### src/rtl/keypad_scanner.sv
// rtl/keypad_scanner.sv - 4x4 active-low keypad scanner with press and release debounce
module keypad_scanner #(
  parameter int SCAN_DIV        = 27000,
  parameter int DEBOUNCE_CYCLES = 540000,
  parameter int CNT_W           = 24
) (
  input  logic       clk,
  input  logic       rst,
  input  logic [3:0] row,
  output logic [3:0] col,
  output logic       keypad_pressed,
  output logic [4:0] key
);

  localparam logic [4:0]       KEY_NONE  = 5'd31;
  localparam logic [CNT_W-1:0] CNT_ONE   = CNT_W'(1);
  localparam logic [CNT_W-1:0] SCAN_LAST = CNT_W'(SCAN_DIV - 1);
  localparam logic [CNT_W-1:0] DEB_LAST  = CNT_W'(DEBOUNCE_CYCLES - 1);

  typedef enum logic [1:0] {SCAN, DEBOUNCE, HELD, RELEASE} state_t;

  state_t           state, state_n;
  logic [3:0]       sync1, rs;
  logic [CNT_W-1:0] settle_cnt, settle_n;
  logic [CNT_W-1:0] deb_cnt, deb_n;
  logic [1:0]       col_idx, col_idx_n;
  logic [1:0]       cand_row, cand_row_n;
  logic [1:0]       cand_col, cand_col_n;
  logic [1:0]       low_row;
  logic [4:0]       key_n;
  logic             pressed_n;
  logic             cand_low;

  assign col      = ~(4'b0001 << col_idx);
  assign cand_low = ~rs[cand_row];

  // two-flop synchronizer for the asynchronous row lines
  always_ff @(posedge clk) begin
    if (rst) begin
      sync1 <= 4'b1111;
      rs    <= 4'b1111;
    end else begin
      sync1 <= row;
      rs    <= sync1;
    end
  end

  // lowest-numbered low row wins when several rows are pulled down
  always_comb begin
    low_row = 2'd3;
    if (!rs[0])      low_row = 2'd0;
    else if (!rs[1]) low_row = 2'd1;
    else if (!rs[2]) low_row = 2'd2;
  end

  // scan / debounce / hold / release sequencing and output updates
  always_comb begin
    state_n    = state;
    settle_n   = settle_cnt;
    deb_n      = deb_cnt;
    col_idx_n  = col_idx;
    cand_row_n = cand_row;
    cand_col_n = cand_col;
    key_n      = key;
    pressed_n  = keypad_pressed;
    unique case (state)
      SCAN: begin
        if (settle_cnt == SCAN_LAST) begin
          settle_n = '0;
          if (rs == 4'b1111) begin
            col_idx_n = col_idx + 2'd1;
          end else begin
            cand_row_n = low_row;
            cand_col_n = col_idx;
            deb_n      = CNT_ONE;
            state_n    = DEBOUNCE;
          end
        end else begin
          settle_n = settle_cnt + CNT_ONE;
        end
      end
      DEBOUNCE: begin
        if (!cand_low) begin
          deb_n    = '0;
          settle_n = '0;
          state_n  = SCAN;
        end else if (deb_cnt == DEB_LAST) begin
          deb_n     = '0;
          key_n     = {1'b0, cand_row, cand_col};
          pressed_n = 1'b1;
          state_n   = HELD;
        end else begin
          deb_n = deb_cnt + CNT_ONE;
        end
      end
      HELD: begin
        if (!cand_low) begin
          deb_n   = CNT_ONE;
          state_n = RELEASE;
        end
      end
      RELEASE: begin
        if (cand_low) begin
          deb_n   = '0;
          state_n = HELD;
        end else if (deb_cnt == DEB_LAST) begin
          deb_n     = '0;
          key_n     = KEY_NONE;
          pressed_n = 1'b0;
          col_idx_n = col_idx + 2'd1;
          settle_n  = '0;
          state_n   = SCAN;
        end else begin
          deb_n = deb_cnt + CNT_ONE;
        end
      end
      default: state_n = SCAN;
    endcase
  end

  // state, counters, candidate and outputs register
  always_ff @(posedge clk) begin
    if (rst) begin
      state          <= SCAN;
      settle_cnt     <= '0;
      deb_cnt        <= '0;
      col_idx        <= 2'd0;
      cand_row       <= 2'd0;
      cand_col       <= 2'd0;
      key            <= KEY_NONE;
      keypad_pressed <= 1'b0;
    end else begin
      state          <= state_n;
      settle_cnt     <= settle_n;
      deb_cnt        <= deb_n;
      col_idx        <= col_idx_n;
      cand_row       <= cand_row_n;
      cand_col       <= cand_col_n;
      key            <= key_n;
      keypad_pressed <= pressed_n;
    end
  end

endmodule

### config.mk
export PLATFORM = sky130hd
export DESIGN_NAME = keypad_scanner
export DESIGN_NICKNAME = d
export VERILOG_FILES = /design/src/rtl/keypad_scanner.sv
export SDC_FILE = /design/constraint.sdc
export NUM_CORES = 1
export LEC_CHECK = 0
export ABC_AREA = 1
export BUFFER_PORTS_ARGS = -buffer_cell sky130_fd_sc_hd__buf_4
export CAP_MARGIN = 20
export CORE_AREA = 2 2 115 117
export CTS_CLUSTER_SIZE = 8
export DETAILED_ROUTE_END_ITERATION = 10
export DIE_AREA = 0 0 117 119
export PLACE_DENSITY_LB_ADDON = 0.3
export RECOVER_POWER = 25
export SYNTH_ARGS = -nofsm -noshare
export SYNTH_HDL_FRONTEND = slang
export SYNTH_SLANG_ARGS = --single-unit
### constraint.sdc
create_clock -name clk -period 1.85 [get_ports clk]
set_input_delay 0.37 -clock clk [delete_from_list [all_inputs] [get_ports clk]]
set_output_delay 0.37 -clock clk [all_outputs]
set_load 0.05 [all_outputs]
==> results of run 1 <==
-- critical path, stage by stage, from the launching register on --
cell and delay (ns):
sky130_fd_sc_hd__dfxtp_2 0.35, sky130_fd_sc_hd__ha_2 0.20, sky130_fd_sc_hd__nand2_1 0.06, sky130_fd_sc_hd__inv_1 0.07
sky130_fd_sc_hd__nand2_1 0.08, sky130_fd_sc_hd__nor2_4 0.14, sky130_fd_sc_hd__nand3_4 0.12, sky130_fd_sc_hd__nand2_2 0.15
sky130_fd_sc_hd__inv_1 0.14, sky130_fd_sc_hd__nand2_1 0.09, sky130_fd_sc_hd__a21oi_1 0.06, sky130_fd_sc_hd__nand2_1 0.09
sky130_fd_sc_hd__inv_1 0.03
-- synthesized netlist by cell type (2+ instances only) --
master	number	share of area [%]
sky130_fd_sc_hd__buf_6	7	1.8
sky130_fd_sc_hd__o21bai_2	2	0.51
sky130_fd_sc_hd__buf_4	2	0.34
sky130_fd_sc_hd__nand2_4	2	0.51
sky130_fd_sc_hd__clkbuf_1	6	0.51
sky130_fd_sc_hd__nand3b_1	2	0.34
sky130_fd_sc_hd__nand2_1	198	17
sky130_fd_sc_hd__a31oi_1	4	0.57
sky130_fd_sc_hd__clkinv_1	2	0.17
sky130_fd_sc_hd__ha_1	6	1.7
sky130_fd_sc_hd__nor2_1	123	11
sky130_fd_sc_hd__nand3_2	3	0.68
sky130_fd_sc_hd__inv_2	7	0.60
sky130_fd_sc_hd__nand4_1	24	3.4
sky130_fd_sc_hd__nor2_2	9	1.3
sky130_fd_sc_hd__o21ai_0	14	1.6
sky130_fd_sc_hd__a211oi_1	3	0.51
sky130_fd_sc_hd__nor3_1	7	0.80
sky130_fd_sc_hd__dfxtp_1	70	32
sky130_fd_sc_hd__xor2_1	5	1.0
sky130_fd_sc_hd__nand3_1	81	9.2
sky130_fd_sc_hd__or2_2	9	1.3
sky130_fd_sc_hd__nand2_2	5	0.71
sky130_fd_sc_hd__a21oi_1	29	3.3
sky130_fd_sc_hd__inv_1	86	7.4
-- timing repair --
item,CTS,global route
gates resized for setup,2,11
setup endpoints to repair,1,37
pin swaps,0,4
setup buffers,0,5
-- area by class of cell --
type	instances	area, sq um	area share (%)
tap	176	220	4.16
clock inverter	7	97.6	1.84
clock buffer	9	225	4.25
timing repair buffer	62	455	8.60
multi-input combinational	533	2540	47.9
inverter	95	357	6.73
sequential	70	1400	26.5
-- through the flow --
step	total power, uW	util, %	instance area (sq um)	setup TNS, ns	setup WS [ns]
floorplan	1650	-	4380	0	0.183
global placement	1690	38.2	4920	0	0.0102
detailed placement	1690	38.2	4920	0	0.00101
CTS	3600	40.8	5250	0	0.00332
global route	3660	41.1	5300	-0.00352	-0.00352
finish	3550	41.1	5300	0	0.172
-- state kept, by name, indices dropped and copies added, names as in the netlist, 2 cells and up, named ones only --
signal      count
col_idx         2
rs              4
settle_cnt     24
sync1           4
cand_col        2
key             5
cand_row        2
deb_cnt        24
-- final timing paths --
| kind | start | cells after the start | slack (ns) | endpoint |
|---|---|---|---|---|
| worst max-delay path | settle_cnt[1] | 12 | 0.17 | settle_cnt[23] |
| worst min-delay path | row[0] | 2 | 0.21 | sync1[0] |
| worst max register to register | settle_cnt[1] | 12 | 0.17 | settle_cnt[23] |
| worst min register to register | sync1[0] | 1 | 0.41 | rs[0] |
-- power by group --
group          switching [uW]  total (uW)  leakage (uW)  internal, uW
Clock                     712        1900      0.000152          1180
Combinational            80.4         125       0.00155          44.6
Sequential               8.41        1530      0.000567          1520
Total                     801        3550       0.00227          2750
-- per-layer routing --
layer	part of all wire (%)	GRT usage, %	vias to the layer above
met5	0	0	-
met4	2.2	7.65	0
met3	3.0	2.60	16
met2	45	26.2	64
met1	50	23.9	1968
li1	-	-	2382
-- kinds of logic after synthesis --
family / after synthesis / synth area share, %
simple gates: 468 / 47.3
buf+inv: 111 / 10.9
flops: 70 / 32.0
compound gates: 53 / 6.88
xor+xnor: 6 / 1.20
fa+ha+maj: 6 / 1.71
==> impl_summary.log, run 1 <==
INFO  metric run_status = completed
INFO  metric mostFrequentLayoutCells = sky130_fd_sc_hd__nand2_1 (195), sky130_fd_sc_hd__nor2_1 (121), sky130_fd_sc_hd__inv_1 (85)
INFO  metric synth_seq_cells = 70
INFO  metric tritoncts_num_sinks = 70
INFO  metric cap_viol_max_count = 0
INFO  metric gp_congestion = 0.864
INFO  metric drt-initial-drc-count = 250
INFO  metric die_extent_in_x = 117 um
INFO  metric synth_seq_area_share = 32.0%
INFO  metric timing.setup.critical_path_class = flip-flop to flip-flop
INFO  metric post_detailed_placement_half_perimeter_wirelength = 8.27 mm
INFO  metric synth-edff-count = 0
INFO  metric tritoncts = done
INFO  metric synth_flop_cell = sky130_fd_sc_hd__dfxtp_1
INFO  metric yosys_warnings = 0
INFO  metric ratio_of_cells_with_drive_above_1_in_the_final_layout = 15.9%
INFO  metric gr-total-overflow = 0
INFO  metric grt_start_max_net_pins = 31
INFO  metric clock_insertion_delay_at_the_later_pin_of_the_skew_report = 0.34 ns
INFO  metric p_per_area = 671 mW/mm^2
INFO  metric detailroute.via_count = about 4400
INFO  metric synth.cell_area = about 0.0044 sq mm
INFO  metric clock_tree.htree_level_count = 3
INFO  metric total_detailed_routing_wirelength = 11.1 mm
INFO  metric vias_in_the_first_global_route = 4007
INFO  metric setup_viol = 0
INFO  metric globalRouteTotalUtil = between 15 and 20%
INFO  metric worst_ep_arrival_time = ~1.9 ns
INFO  metric tritonroute_pass_1_iters = 4
INFO  metric timing.slew.headroom = 54.1%
INFO  metric maximum_fanout_along_the_worst_path = 6
INFO  metric ys_types = 33
INFO  metric start_util = between 30% and 40%
INFO  metric numCtsBuffers = 9
INFO  metric cts_hold_buffers = 0
INFO  metric fp.dieArea = 0.0139 sq mm
INFO  metric final_common_cell = sky130_fd_sc_hd__nand2_1
INFO  metric layout.filler_cells = 1388
INFO  metric flow.area_growth_from_synthesis = 20.8%
INFO  metric finalWorstPathRequiredPeriod = 1.68 ns
INFO  metric power.leakage = 0.00227 uW
INFO  metric via_per_inst = 4.65
INFO  metric placed_cells_incl_taps = 931
INFO  metric vdd_drop_max = 513 uV
INFO  metric critical_path_required = 2.09 ns
INFO  metric die_h = 119 um
INFO  metric buffer_ports.inserted = 15
INFO  metric route.detailed.drc = 0
INFO  metric worstMarginPinSlew = about 0.69 ns
INFO  metric grt_pass1_wl = 18.9 mm
INFO  metric worst_setup_path_start_kind = flip-flop
INFO  metric async_flop_share = 0%
INFO  metric clock-skew-final = 0.00716 ns
INFO  metric syn_nets = slightly above 700
INFO  metric finalMaxSlewViolations = 0
INFO  metric hold_ws = between 0.2 and 0.25 ns
INFO  metric ant_nets = 0
INFO  metric min-delay-path-class = input pin to flip-flop
INFO  metric nets = 783
INFO  metric antenna_found_initial = 0
INFO  metric syn-instance-count = around 710
INFO  metric final_cell_count_no_fill = around 950
INFO  metric synth_area_per_cell = 6.14 sq um
INFO  metric cell_chosen_for_the_clock_root = sky130_fd_sc_hd__clkbuf_16
INFO  metric design.core.area = 0.0129 sq mm
INFO  metric drt-wirelength-per-cell = 11.7 um
INFO  metric final_min_period_over_clock_period = between 90% and 100%
INFO  metric end_kind = flip-flop
INFO  metric std_cell_rows = between 40 and 50
INFO  metric cts_buffer_depth = 2
INFO  metric antenna_cells = 0
INFO  metric clkTransAtPathRegs = 0.06 ns
INFO  metric timing.final.hold_violations = 0
INFO  metric top_level_ports = 16
INFO  metric max_freq = 596 MHz
Note: power is estimated with default switching activity, not from simulation.
==> run 2, diff against run 1 <==
Settings changed: CORE_AREA 2 2 115 117 to 2 2 102 104, DIE_AREA 0 0 117 119 to 0 0 104 106.
==> impl_summary.log, run 2 (synthesis gave the netlist of run 1 again) <==
INFO  metric postLayoutCoreUtil = 50.8% (+9.7 points)
INFO  metric cell_chosen_for_the_clock_root = sky130_fd_sc_hd__clkbuf_8
INFO  metric grt_start_max_net_pins = 17 (-45%)
INFO  metric grt_pass1_wl = 19.6 mm (+3.8%)
INFO  metric finalMaxSlewViolations = 0 (unchanged)
INFO  metric via_per_inst = 5.09 (+9.3%)
INFO  metric final_min_period_over_clock_period = 93.4% (+2.7 points)
INFO  metric vdd_drop_max = 539 uV (+5.1%)
INFO  metric final_cell_area = 0.00508 sq mm (-4.1%)
INFO  metric clock_insertion_delay_at_the_later_pin_of_the_skew_report = 0.35 ns (about the same)
INFO  metric total_detailed_routing_wirelength = 11.5 mm (+3.5%)
INFO  metric timing.slew.headroom = 57.9% (+3.8 points)
INFO  metric std_cell_rows = 37 (-12%)
INFO  metric r2r_slack = 0.12 ns (-0.05 ns)
INFO  metric setup_viol = 0 (unchanged)
INFO  metric gp_congestion = 0.937 (+8.4%)
INFO  metric end_kind = flip-flop
INFO  metric p_per_area = 604 mW/mm^2 (-9.9%)
INFO  metric nets = 773 (-1.3%)
INFO  metric layout.area.seq = 0.00140 sq mm (about the same)
INFO  metric die_extent_in_x = 104 um (-11%)
INFO  metric cts_hold_buffers = 0 (unchanged)
INFO  metric globalRouteTotalUtil = 21.5% (+4.4 points)
INFO  metric hold_ws = 0.200 ns (-0.00928 ns)
INFO  metric global_route.usage.met3 = 3.99% (+1.4 points)
INFO  metric vias_in_the_first_global_route = 4325 (+7.9%)
INFO  metric buffer_ports.inserted = 15 (unchanged)
INFO  metric run_status = completed
INFO  metric tritoncts_num_sinks = 70 (unchanged)
INFO  metric post-layout-total-power = 3070 uW (-14%)
INFO  metric detailroute.via_count = 4582 (+3.4%)
INFO  metric worst_setup_path_start_kind = flip-flop
INFO  metric design.core.area = 0.0100 sq mm (-22%)
INFO  metric place_area = 0.00483 sq mm (-1.8%)
INFO  metric route.detailed.drc = 0 (unchanged)
INFO  metric flow.area_growth_from_synthesis = 15.8%
INFO  metric clock_tree.htree_level_count = 3 (unchanged)
INFO  metric finalWorstPathRequiredPeriod = 1.73 ns (+0.0497 ns)
INFO  metric antenna_found_initial = 0 (unchanged)
INFO  metric cap_viol_max_count = 0 (unchanged)
INFO  metric ratio_of_cells_with_drive_above_1_in_the_final_layout = 14.8% (-1.1 points)
INFO  metric max_freq = 579 MHz (-2.9%)
INFO  metric worst_ep_arrival_time = 1.97 ns (+0.05 ns)
INFO  metric clkTransAtPathRegs = 0.07 ns (about the same)
INFO  metric top_usage_layer = met2
INFO  metric clock-skew-final = 0.0121 ns (+0.00494 ns)
INFO  metric gr-total-overflow = 0 (unchanged)
INFO  metric numCtsBuffers = 9 (unchanged)
INFO  metric min-delay-path-class = input pin to flip-flop
INFO  metric timing.setup.critical_path_class = flip-flop to flip-flop
INFO  metric final_common_cell = sky130_fd_sc_hd__nand2_1
INFO  metric fp.dieArea = 0.0110 sq mm (-21%)
INFO  metric cts_buffer_depth = 2 (unchanged)
INFO  metric groute.layer.met1.usage = 28.6% (+4.8 points)
INFO  metric maximum_fanout_along_the_worst_path = 12 (+6)
INFO  metric multi_input_area = 0.00254 sq mm (about the same)
INFO  metric power.leakage = 0.00217 uW (-4.3%)
INFO  metric critical_path_required = 2.09 ns (about the same)
INFO  metric antenna_cells = 0 (unchanged)
INFO  metric timing.final.hold_violations = 0 (unchanged)
INFO  metric groute.layer.met2.usage = 34.7% (+8.5 points)
INFO  metric layout.filler_cells = 1051 (-24%)
INFO  metric start_util = 43.8% (+9.8 points)
INFO  metric top_level_ports = 16 (unchanged)
INFO  metric ant_nets = 0 (unchanged)
INFO  metric drt-initial-drc-count = 301 (+20%)
INFO  metric worstMarginPinSlew = 0.631 ns (-0.0577 ns)
INFO  metric tritonroute_pass_1_iters = 6 (+2)
INFO  metric die_h = 106 um (-11%)
INFO  metric top_regs = deb_cnt: 24 flops, settle_cnt: 24 flops, key: 5 flops
INFO  metric mostFrequentLayoutCells = sky130_fd_sc_hd__nand2_1 (195), sky130_fd_sc_hd__nor2_1 (120), sky130_fd_sc_hd__inv_1 (85)
INFO  metric tritoncts = done
INFO  metric post_detailed_placement_half_perimeter_wirelength = 8.61 mm (+4.1%)
INFO  metric drt-wirelength-per-cell = 12.8 um (+9.4%)
run 2: cell types whose count changed in the layout (fill, tap and decap cells not counted), sizes merged:
| cell | before | now |
|---|---|---|
| buf | 52 | 44 |
| clkinvlp | 2 | 0 |
| inv | 94 | 93 |
run 2: final timing paths:
check	from	endpoint	cells past startpoint
max	settle_cnt[1]	deb_cnt[6]	12
min	row[2]	sync1[2]	2
min reg2reg	sync1[3]	rs[3]	1
max reg2reg	settle_cnt[1]	deb_cnt[6]	12
run 2: routing by layer:
layer	part of all wire [%]	wire length (um)
met1	48	5530
met2	45	5190
met3	4.6	528
met4	2.3	269
met5	0	0
run 2: through the flow:
step / std cells / setup WS, ns / setup TNS [ns]
floorplan: 714 / 0.183 / 0
global placement: 884 / 0.101 / 0
detailed placement: 884 / 0.0391 / 0
CTS: 899 / 0.0244 / 0
global route: 901 / -0.00983 / -0.0116
finish: 901 / 0.123 / 0
run 2: timing repair:
action                     4_1_cts  5_1_grt
resized for setup                0       14
setup buffers                    0        2
setup endpoints to repair        0       30
run 2: power by group:
part	internal, uW	total (uW)	leakage, uW	switching (uW)
combinational	46.6	133	0.00149	86.0
sequential	1520	1530	0.000567	9.92
clock	821	1410	0.000115	585
total	2390	3070	0.00217	681
run 2: cell type report:
cell class / count / share of cell area [%]
multi-input cells: 533 / 50.0
flip-flops and latches: 70 / 27.6
repair buffers: 52 / 7.61
inverters: 95 / 7.02
well taps: 136 / 3.35
clock buffers: 11 / 2.98
clock inverters: 4 / 1.38
run 2: critical path: stages (launching register included):
cell and delay, ns:
sky130_fd_sc_hd__dfxtp_2 0.35, sky130_fd_sc_hd__ha_2 0.20, sky130_fd_sc_hd__nand2_1 0.06, sky130_fd_sc_hd__inv_1 0.07
sky130_fd_sc_hd__nand2_1 0.08, sky130_fd_sc_hd__nor2_4 0.14, sky130_fd_sc_hd__nand3_4 0.15, sky130_fd_sc_hd__nand2_8 0.15
sky130_fd_sc_hd__nand2_4 0.13, sky130_fd_sc_hd__inv_2 0.12, sky130_fd_sc_hd__nand3_1 0.07, sky130_fd_sc_hd__nand2_1 0.07
sky130_fd_sc_hd__nor2_1 0.03
==> run 3, diff against run 2 <==
Settings changed: REMOVE_ABC_BUFFERS from default to 1.
==> impl_summary.log, run 3 (synthesis gave the netlist of run 1 again) <==
INFO  metric ant_nets = 0 (unchanged)
INFO  metric finalMaxSlewViolations = 0 (unchanged)
INFO  metric antenna_found_initial = 0 (unchanged)
INFO  metric cap_viol_max_count = 0 (unchanged)
INFO  metric start_util = 43.8% (unchanged)
INFO  metric critical_path_required = 1.48 ns (-0.61 ns)
INFO  metric preCtsSetupSlack = -0.0348 ns (-0.0739 ns)
INFO  metric globalRouteTotalUtil = 20.7% (-0.83 points)
INFO  metric internal_power = 2220 uW (-6.9%)
INFO  metric die_extent_in_x = 104 um (unchanged)
INFO  metric timing.final.hold_violations = 0 (unchanged)
INFO  metric layout.filler_cells = 1028 (-2.2%)
INFO  metric total_detailed_routing_wirelength = 11.3 mm (-1.5%)
INFO  metric cell_repeated_most_along_the_worst_path = sky130_fd_sc_hd__inv_1
INFO  metric final_min_period_over_clock_period = 96.0% (+2.6 points)
INFO  metric buffer_ports.inserted = 15 (unchanged)
INFO  metric tritoncts = done
INFO  metric tritoncts_num_sinks = 70 (unchanged)
INFO  metric timing.setup.critical_path_class = flip-flop to output port
INFO  metric gp_congestion = 0.910 (-2.9%)
INFO  metric timing.slew.headroom = 59.0% (+1.1 points)
INFO  metric setup_viol = 0 (unchanged)
INFO  metric ratio_of_cells_with_drive_above_1_in_the_final_layout = 17.0% (+2.2 points)
INFO  metric path_cells = inv_1, ha_1, inv_1, buf_4
INFO  metric p_per_area = 570 mW/mm^2 (-5.7%)
INFO  metric multi_input_area = 0.00259 sq mm (+1.9%)
INFO  metric postLayoutSetupSlackWorst = 0.0740 ns (-0.0487 ns)
INFO  metric antenna_cells = 0 (unchanged)
INFO  metric tritonroute_pass_1_iters = 6 (unchanged)
INFO  metric drt-initial-drc-count = 317 (+5.3%)
INFO  metric vias_in_the_first_global_route = 4145 (-4.2%)
INFO  metric place_area = 0.00483 sq mm (about the same)
INFO  metric clock_insertion_delay_at_the_later_pin_of_the_skew_report = 0.36 ns (about the same)
INFO  metric worst_ep_arrival_time = 1.41 ns (-0.56 ns)
INFO  metric mostFrequentLayoutCells = sky130_fd_sc_hd__nand2_1 (193), sky130_fd_sc_hd__nor2_1 (118), sky130_fd_sc_hd__inv_1 (85)
INFO  metric flow.area_growth_from_synthesis = 17.9%
INFO  metric run_status = completed
INFO  metric clkPwrFrac = 43.8% (-2.0 points)
INFO  metric max_freq = 563 MHz (-2.7%)
INFO  metric numCtsBuffers = 9 (unchanged)
INFO  metric route.detailed.drc = 0 (unchanged)
INFO  metric grt_start_max_net_pins = 31 (+14)
INFO  metric clkTransAtPathRegs = 0.08 ns (about the same)
INFO  metric cts_hold_buffers = 0 (unchanged)
INFO  metric vdd_drop_max = 503 uV (-6.7%)
INFO  metric gr-total-overflow = 0 (unchanged)
INFO  metric post-layout-total-power = 2950 uW (-4.0%)
INFO  metric min-delay-path-class = input pin to flip-flop
INFO  metric seq_power_share = 51.9% (+2.0 points)
INFO  metric maximum_fanout_along_the_worst_path = 5 (-7)
INFO  metric combPwrFrac = 4.3% (about the same)
INFO  metric swShare = 24.5% (+2.3 points)
INFO  metric grt_pass1_wl = 18.7 mm (-4.3%)
INFO  metric detailroute.via_count = 4617 (+0.76%)
INFO  metric worst_setup_path_start_kind = flip-flop
INFO  metric fp.dieArea = 0.0110 sq mm (unchanged)
INFO  metric end_kind = output port
INFO  metric final_common_cell = sky130_fd_sc_hd__nand2_1
INFO  metric cpLargestDelayFamily = flip-flops
INFO  metric setup_repair_after_global_routing_missed_its_margin = false
INFO  metric die_h = 106 um (unchanged)
INFO  metric timing.setup.tns = 0 ns (unchanged)
INFO  metric nets = 785 (+1.6%)
INFO  metric cell_chosen_for_the_clock_root = sky130_fd_sc_hd__clkbuf_8
INFO  metric final_cell_area = 0.00517 sq mm (+1.8%)
INFO  metric via_per_inst = 5.05 (-0.67%)
INFO  metric post_detailed_placement_half_perimeter_wirelength = 8.32 mm (-3.3%)
INFO  metric clock-skew-final = 0.0126 ns (+0.000464 ns)
INFO  metric top_level_ports = 16 (unchanged)
INFO  metric drt-wirelength-per-cell = 12.4 um (-2.9%)
INFO  metric hold_ws = 0.192 ns (-0.00793 ns)
INFO  metric design.core.area = 0.0100 sq mm (unchanged)
INFO  metric max_stage_delay = 0.47 ns (+0.12 ns)
INFO  metric critical_path_buf_inv_count = 3 (+1)
INFO  metric worst_path_max_delay_cell = sky130_fd_sc_hd__dfxtp_1
INFO  metric cts_buffer_depth = 2 (unchanged)
INFO  metric layout.area.seq = 0.00141 sq mm (about the same)
INFO  metric clock_tree.htree_level_count = 3 (unchanged)
INFO  metric power.leakage = 0.00221 uW (+1.9%)
INFO  metric finalWorstPathRequiredPeriod = 1.78 ns (+0.0487 ns)
INFO  metric worstMarginPinSlew = 0.617 ns (-0.0141 ns)
INFO  metric net_switching_power = 723 uW (+6.1%)
INFO  metric top_regs = deb_cnt: 24 flops, settle_cnt: 24 flops, key: 5 flops
INFO  metric std_cell_rows = 37 (unchanged)
run 3: what timing repair did:
item,4_1_cts,5_1_grt
setup endpoints to repair,11,50
gates resized for setup,2,24
pin swaps,1,5
gates cloned,1,1
buffers inserted,2,7
run 3: worst paths after layout:
check	cells past startpoint	slack [ns]	from	endpoint
setup / recovery	4	0.07	col_idx[0]	col[2]
hold / removal	2	0.19	row[0]	sync1[0]
setup reg to reg	8	0.11	deb_cnt[14]	settle_cnt[21]
hold reg to reg	1	0.41	sync1[3]	rs[3]
run 3: layout make-up:
cell class	count	area share (%)
timing repair buffer	62	8.69
clock inverter	5	1.14
tap	136	3.29
multi-input combinational	535	50.1
clock buffer	11	2.74
sequential	70	27.2
inverter	95	6.90
run 3: metal layers:
| metal | vias up | GRT usage [%] | routed length [um] |
|---|---|---|---|
| li1 | 2382 | - | - |
| met1 | 2072 | 26.5 | 5300 |
| met2 | 140 | 35.4 | 5220 |
| met3 | 23 | 2.58 | 589 |
| met4 | 0 | 8.59 | 231 |
| met5 | - | 0 | 0 |
run 3: metrics by stage:
stage	utilization, %	cells
floorplan	-	698
global placement	48.3	887
detailed placement	48.3	887
CTS	50.7	906
global route	51.7	914
finish	51.7	914
run 3: power groups by stage:
stage | combinational [uW] | clock (uW) | sequential [uW]
2_1_floorplan | 67.5 | 0 | 1560
3_3_place_gp | 121 | 0 | 1560
3_5_place_dp | 124 | 0 | 1560
4_1_cts | 124 | 1310 | 1530
5_1_grt | 140 | 1370 | 1530
6_report | 127 | 1290 | 1530
